--- config.mk ---
export PLATFORM = sky130hd
export DESIGN_NAME = jk_bank_arbiter
export DESIGN_NICKNAME = d
export VERILOG_FILES = /design/src/rtl/jk_bank_arbiter.sv
export SDC_FILE = /design/constraint.sdc
export NUM_CORES = 1
export LEC_CHECK = 0
export CORE_MARGIN = 2
export CORE_UTILIZATION = 40
export CTS_BUF_LIST = sky130_fd_sc_hd__clkbuf_16
export DETAILED_ROUTE_END_ITERATION = 8
export PLACE_DENSITY = 0.8
export SLEW_MARGIN = 10
export SYNTH_ARGS = -nofsm -noshare
export SYNTH_HDL_FRONTEND = slang
export SYNTH_SLANG_ARGS = --single-unit
--- constraint.sdc ---
create_clock -name clk -period 2.3 [get_ports clk]
set_clock_uncertainty 0.15 [all_clocks]
set_input_delay 0.345 -clock clk [delete_from_list [all_inputs] [get_ports clk]]
set_output_delay 0.345 -clock clk [all_outputs]
set_load 0.02 [all_outputs]
--- src/rtl/jk_bank_arbiter.sv ---
// jk_bank_arbiter: round-robin access to a shared bank of jk_ff bits.
// One command per three cycles: grant, drive J/K, settle, report.
module jk_bank_arbiter #(
  parameter int NREQ  = 4,
  parameter int WIDTH = 8,
  parameter int IDXW  = 3
) (
  input  logic                     clk,
  input  logic                     rst_n,
  input  logic [NREQ-1:0]          req_valid,
  input  logic [2*NREQ-1:0]        req_op,
  input  logic [IDXW*NREQ-1:0]     req_idx,
  output logic [NREQ-1:0]          req_ready,
  output logic [WIDTH-1:0]         jk_j,
  output logic [WIDTH-1:0]         jk_k,
  input  logic [WIDTH-1:0]         bank_q,
  output logic                     done_valid,
  output logic [$clog2(NREQ)-1:0]  done_id,
  output logic                     done_q,
  output logic                     done_err
);

  localparam int IDW = $clog2(NREQ);

  typedef enum logic [1:0] {
    S_INIT,
    S_IDLE,
    S_DRIVE,
    S_SETTLE
  } state_t;

  state_t          r_state;
  logic [IDW-1:0]  r_ptr;
  logic [IDW-1:0]  r_id;
  logic [1:0]      r_op;
  logic [IDXW-1:0] r_idx;

  logic [IDW-1:0]  w_win;
  logic [IDW-1:0]  w_nxt;
  logic [IDW-1:0]  w_c;
  logic [IDW:0]    w_s;
  logic            w_any;
  logic [1:0]      w_op;
  logic [IDXW-1:0] w_idx;
  logic            w_hit;
  logic            w_bit;

  // Winner search: first valid requester at or above the pointer, wrapping at NREQ.
  always_comb begin
    w_any = 1'b0;
    w_win = '0;
    w_s   = '0;
    w_c   = '0;
    for (int i = NREQ - 1; i >= 0; i--) begin
      w_s = {1'b0, r_ptr} + (IDW+1)'(i);
      if (w_s >= (IDW+1)'(NREQ)) begin
        w_s = w_s - (IDW+1)'(NREQ);
      end
      w_c = w_s[IDW-1:0];
      if (req_valid[w_c]) begin
        w_any = 1'b1;
        w_win = w_c;
      end
    end
  end

  // Command fields of the winner and the pointer value that follows it.
  always_comb begin
    w_op  = '0;
    w_idx = '0;
    for (int j = 0; j < NREQ; j++) begin
      if (IDW'(j) == w_win) begin
        w_op  = req_op[2*j +: 2];
        w_idx = req_idx[IDXW*j +: IDXW];
      end
    end
    w_nxt = (w_win == IDW'(NREQ - 1)) ? '0 : w_win + IDW'(1);
  end

  // Grant is one-hot on the winner, only while idle.
  always_comb begin
    req_ready = '0;
    if (r_state == S_IDLE && w_any) begin
      req_ready[w_win] = 1'b1;
    end
  end

  // J/K decode from state and latched command; bank bit lookup for reporting.
  always_comb begin
    jk_j  = '0;
    jk_k  = '0;
    w_hit = 1'b0;
    w_bit = 1'b0;
    for (int b = 0; b < WIDTH; b++) begin
      if (r_idx == IDXW'(b)) begin
        w_hit = 1'b1;
        w_bit = bank_q[b];
      end
    end
    unique case (r_state)
      S_INIT: begin
        jk_k = '1;
      end
      S_DRIVE: begin
        for (int b = 0; b < WIDTH; b++) begin
          if (r_idx == IDXW'(b)) begin
            jk_j[b] = r_op[1];
            jk_k[b] = r_op[0];
          end
        end
      end
      default: begin
      end
    endcase
  end

  // Sequencer: init clear, grant, drive, settle, then report completion.
  always_ff @(posedge clk or negedge rst_n) begin
    if (!rst_n) begin
      r_state    <= S_INIT;
      r_ptr      <= '0;
      r_id       <= '0;
      r_op       <= '0;
      r_idx      <= '0;
      done_valid <= 1'b0;
      done_id    <= '0;
      done_q     <= 1'b0;
      done_err   <= 1'b0;
    end else begin
      done_valid <= 1'b0;
      unique case (r_state)
        S_INIT: begin
          r_state <= S_IDLE;
        end
        S_IDLE: begin
          if (w_any) begin
            r_op    <= w_op;
            r_idx   <= w_idx;
            r_id    <= w_win;
            r_ptr   <= w_nxt;
            r_state <= S_DRIVE;
          end
        end
        S_DRIVE: begin
          r_state <= S_SETTLE;
        end
        S_SETTLE: begin
          done_valid <= 1'b1;
          done_id    <= r_id;
          done_q     <= w_hit & w_bit;
          done_err   <= ~w_hit;
          r_state    <= S_IDLE;
        end
        default: begin
          r_state <= S_INIT;
        end
      endcase
    end
  end

endmodule

==> out/metrics.yaml <==
outcome: "finished with violations"
violations: "DRC"
syn_area_mm2: 0.00120
drive_gt1_share_pct: 20.2
syn-num-nets: 178
hold_depth: 1
routedWlPerCell_um: 13.7
stdcell_count: 239
fin_crit_sh_pct: 98.4
port_buffers: 58
grt_max_degree: 17
slowest_delay_ns: 0.35
cts_htree_levels: 1
area_growth_pct: 63.7
cp_max_fo: 4
slew_violations: 0
crit_slowest_cell: "dfrtp_1"
path_depth: 7
synth_cells: 136
hp-class: "reg2reg"
ys_top_cells_by_count: "16 x dfrtp_1, 14 x inv_1, 12 x nor2_1"
core-area_mm2: 0.00281
synth_edf_count: 0
worst_pin_slew_ns: 0.697
synth_top_area_share_pct: 33.4
holdWs_ns: 0.356
worstPathBufferInverterCount: 3
grtUsageTotal_pct: 19.4
fp.dieH_um: 58.7
placedCellCount: 235
vias: 1274
startpoint_type: "flop"
first_iter_violations: 48
vias_per_cell: 5.33
place.gp.congestion: 0.805
cts.sinks: 16
initial_utilization_pct: 42.7
slew_headroom_pct: 53.4
path_clk_slew_ns: 0.05
clock_path_buffers: 2
rows: 19
synth-main-ff-cell: "dfrtp_1"
ir_drop_mv: 0.551
syn_avg_cell_area_um2: 8.80
chipWidth_um: 58.7
antenna_cells: 0
worst_ep_required_time_ns: 1.80
io_pins: 59
clk_latency_ns: 0.24
period_needed_ns: 2.26
totalWireLength_um: 3280
postSynth.asyncResetShare_pct: 100
ant_nets: 0
worstHoldStart: "done_err"
path_delay_family: "compound AO/OA/AOI/OAI gates"
yosys.area.top_type: "dfrtp_1"
die_area_mm2: 0.00345
numCtsBuffers: 3
grt_setup_unrepaired: "yes"
leakage_uw: 0.000947
synth_area_leaders: "dfrtp_1 33%, ha_1 8.4%, inv_1 4.4%, o21ai_0 4.2%, nor2_1 3.8%"
hold_viol: 0
crit_path_end_kind: "primary output"
final_nets: 252
max_freq_ghz: 0.442
rr_worst_depth: 9
gr-total-overflow: 0
setup_violations: 0
cts_tree: "yes"
powerDensity_mw_per_mm2: 1190
crit_chain: "inv_2 -> a221o_1 -> a22oi_4 -> inv_2 -> ha_2 -> and2_1 -> buf_2"
grt_pass1_wl_um: 5230
yosysMostFrequentCell: "dfrtp_1"
synth_cell_types: 34
first_pass_iters: 6
critical_path_arrival_ns: 1.77
yosysSeqAreaShare_pct: 33.4
cp-startpoint: "r_ptr[0]"
drc: 7
synth_warnings: 0
crit_type: "reg2out"
cts-root-buf: "clkbuf_16"
cap_violations: 0
dpl.hpwl_um: 2650
r2r-start: "r_ptr[1]"
grt_pass1_vias: 1224
antenna_found_initial: 0
crit_top_cell: "inv_2"
cts_hold_buf: 0
ys_ff_latch: 16
-- routing by layer --
| layer | vias to the layer above | share of wire, % | track usage [%] |
|---|---|---|---|
| li1 | 626 | - | - |
| met1 | 600 | 41 | 22.6 |
| met2 | 48 | 51 | 37.1 |
| met3 | 0 | 7.8 | 3.30 |
| met4 | 0 | 0 | 3.57 |
| met5 | - | 0 | 0 |
-- worst reg2reg max path, cell delays in order (launching register included) --
cell	delay, ns
dfrtp_2	0.44
a21oi_1	0.12
o21ai_0	0.10
a2bb2o_4	0.24
ha_1	0.19
buf_4	0.16
nor2b_4	0.15
a221oi_1	0.09
a211o_1	0.28
a31oi_1	0.18
-- flip-flops by register name, summed over array words and instances, names as in the netlist --
register / cells
r_idx: 3
done_id: 2
r_id: 2
r_op: 2
r_ptr: 2
r_state: 2
done_err: 1
done_q: 1
done_valid: 1
-- final timing paths --
check | to | slack (ns)
max | req_ready[0] | 0.04
min | done_err | 0.36
max reg2reg | r_idx[2] | 0.13
min reg2reg | done_err | 0.36
max in group asynchronous | r_ptr[1] | 1.14
min in group asynchronous | r_ptr[0] | 0.38
-- cell type report --
type,instances,area (µm²)
Sequential cell,16,402
Timing Repair Buffer,76,667
Fill cell,236,845
Clock buffer,3,75.1
Tap cell,31,38.8
Multi-Input combinational cell,98,722
Inverter,15,56.3
-- layout by cell type (no fill, tap or decap), types with 2 or more instances in the layout --
master,Yosys,final
a211o_1,4,4
a21oi_1,8,7
a221o_1,2,2
a221oi_1,4,4
a31oi_1,4,4
and2_1,4,4
buf_2,3,3
buf_4,0,19
clkbuf_16,0,3
clkbuf_2,0,2
clkdlybuf4s50_1,0,34
dfrtp_1,16,15
dlygate4sd2_1,0,17
ha_1,8,6
ha_2,0,2
inv_1,14,12
inv_2,1,3
mux2_2,2,2
mux2_4,2,2
mux2i_1,2,2
nand2_1,10,10
nand2b_1,4,4
nand3_1,2,2
nand3b_1,3,3
nor2_1,12,12
nor2b_1,4,3
nor3_1,2,2
o21ai_0,10,10
o31ai_1,2,2
-- report_power, final --
part	switching (µW)	internal (µW)	leakage, µW	total, µW
clock network	96.0	227	0.0000370	323
registers	133	422	0.000188	556
logic	753	699	0.000721	1450
total	982	1350	0.000947	2330
-- logic make-up after synthesis --
| kind of cell | Yosys count | synth area share, % |
|---|---|---|
| adders and majority gates | 8 | 8.36 |
| muxes | 6 | 6.06 |
| and+or+nand+nor | 44 | 19.9 |
| DFF | 16 | 33.4 |
| AOI/OAI and AO/OA | 40 | 23.8 |
| buffers and inverters | 22 | 8.46 |
-- timing repair --
item                       in CTS  in global routing
resized for setup              42                 11
setup endpoints to repair      25                  9
hold endpoints to repair        0                  0
pin swaps                       3                  5
setup buffers                   0                  1
gates cloned                    0                  0
-- metrics by stage --
step                      setup slack [ns]  TNS [ns]  instance area, µm²  utilization (%)  power [µW]
after detailed placement            -0.636     -4.94                1900             67.7        2020
after floorplan                      0.162         0                1200                -        1480
after CTS                          0.00165         0                1940             69.2        2300
after global placement              -0.568     -4.44                1900             67.7        1960
after global routing               -0.0192   -0.0319                1960             69.9        2500
final                               0.0374         0                1960             69.9        2330
No activity file was read; power rests on OpenSTA's default activity.
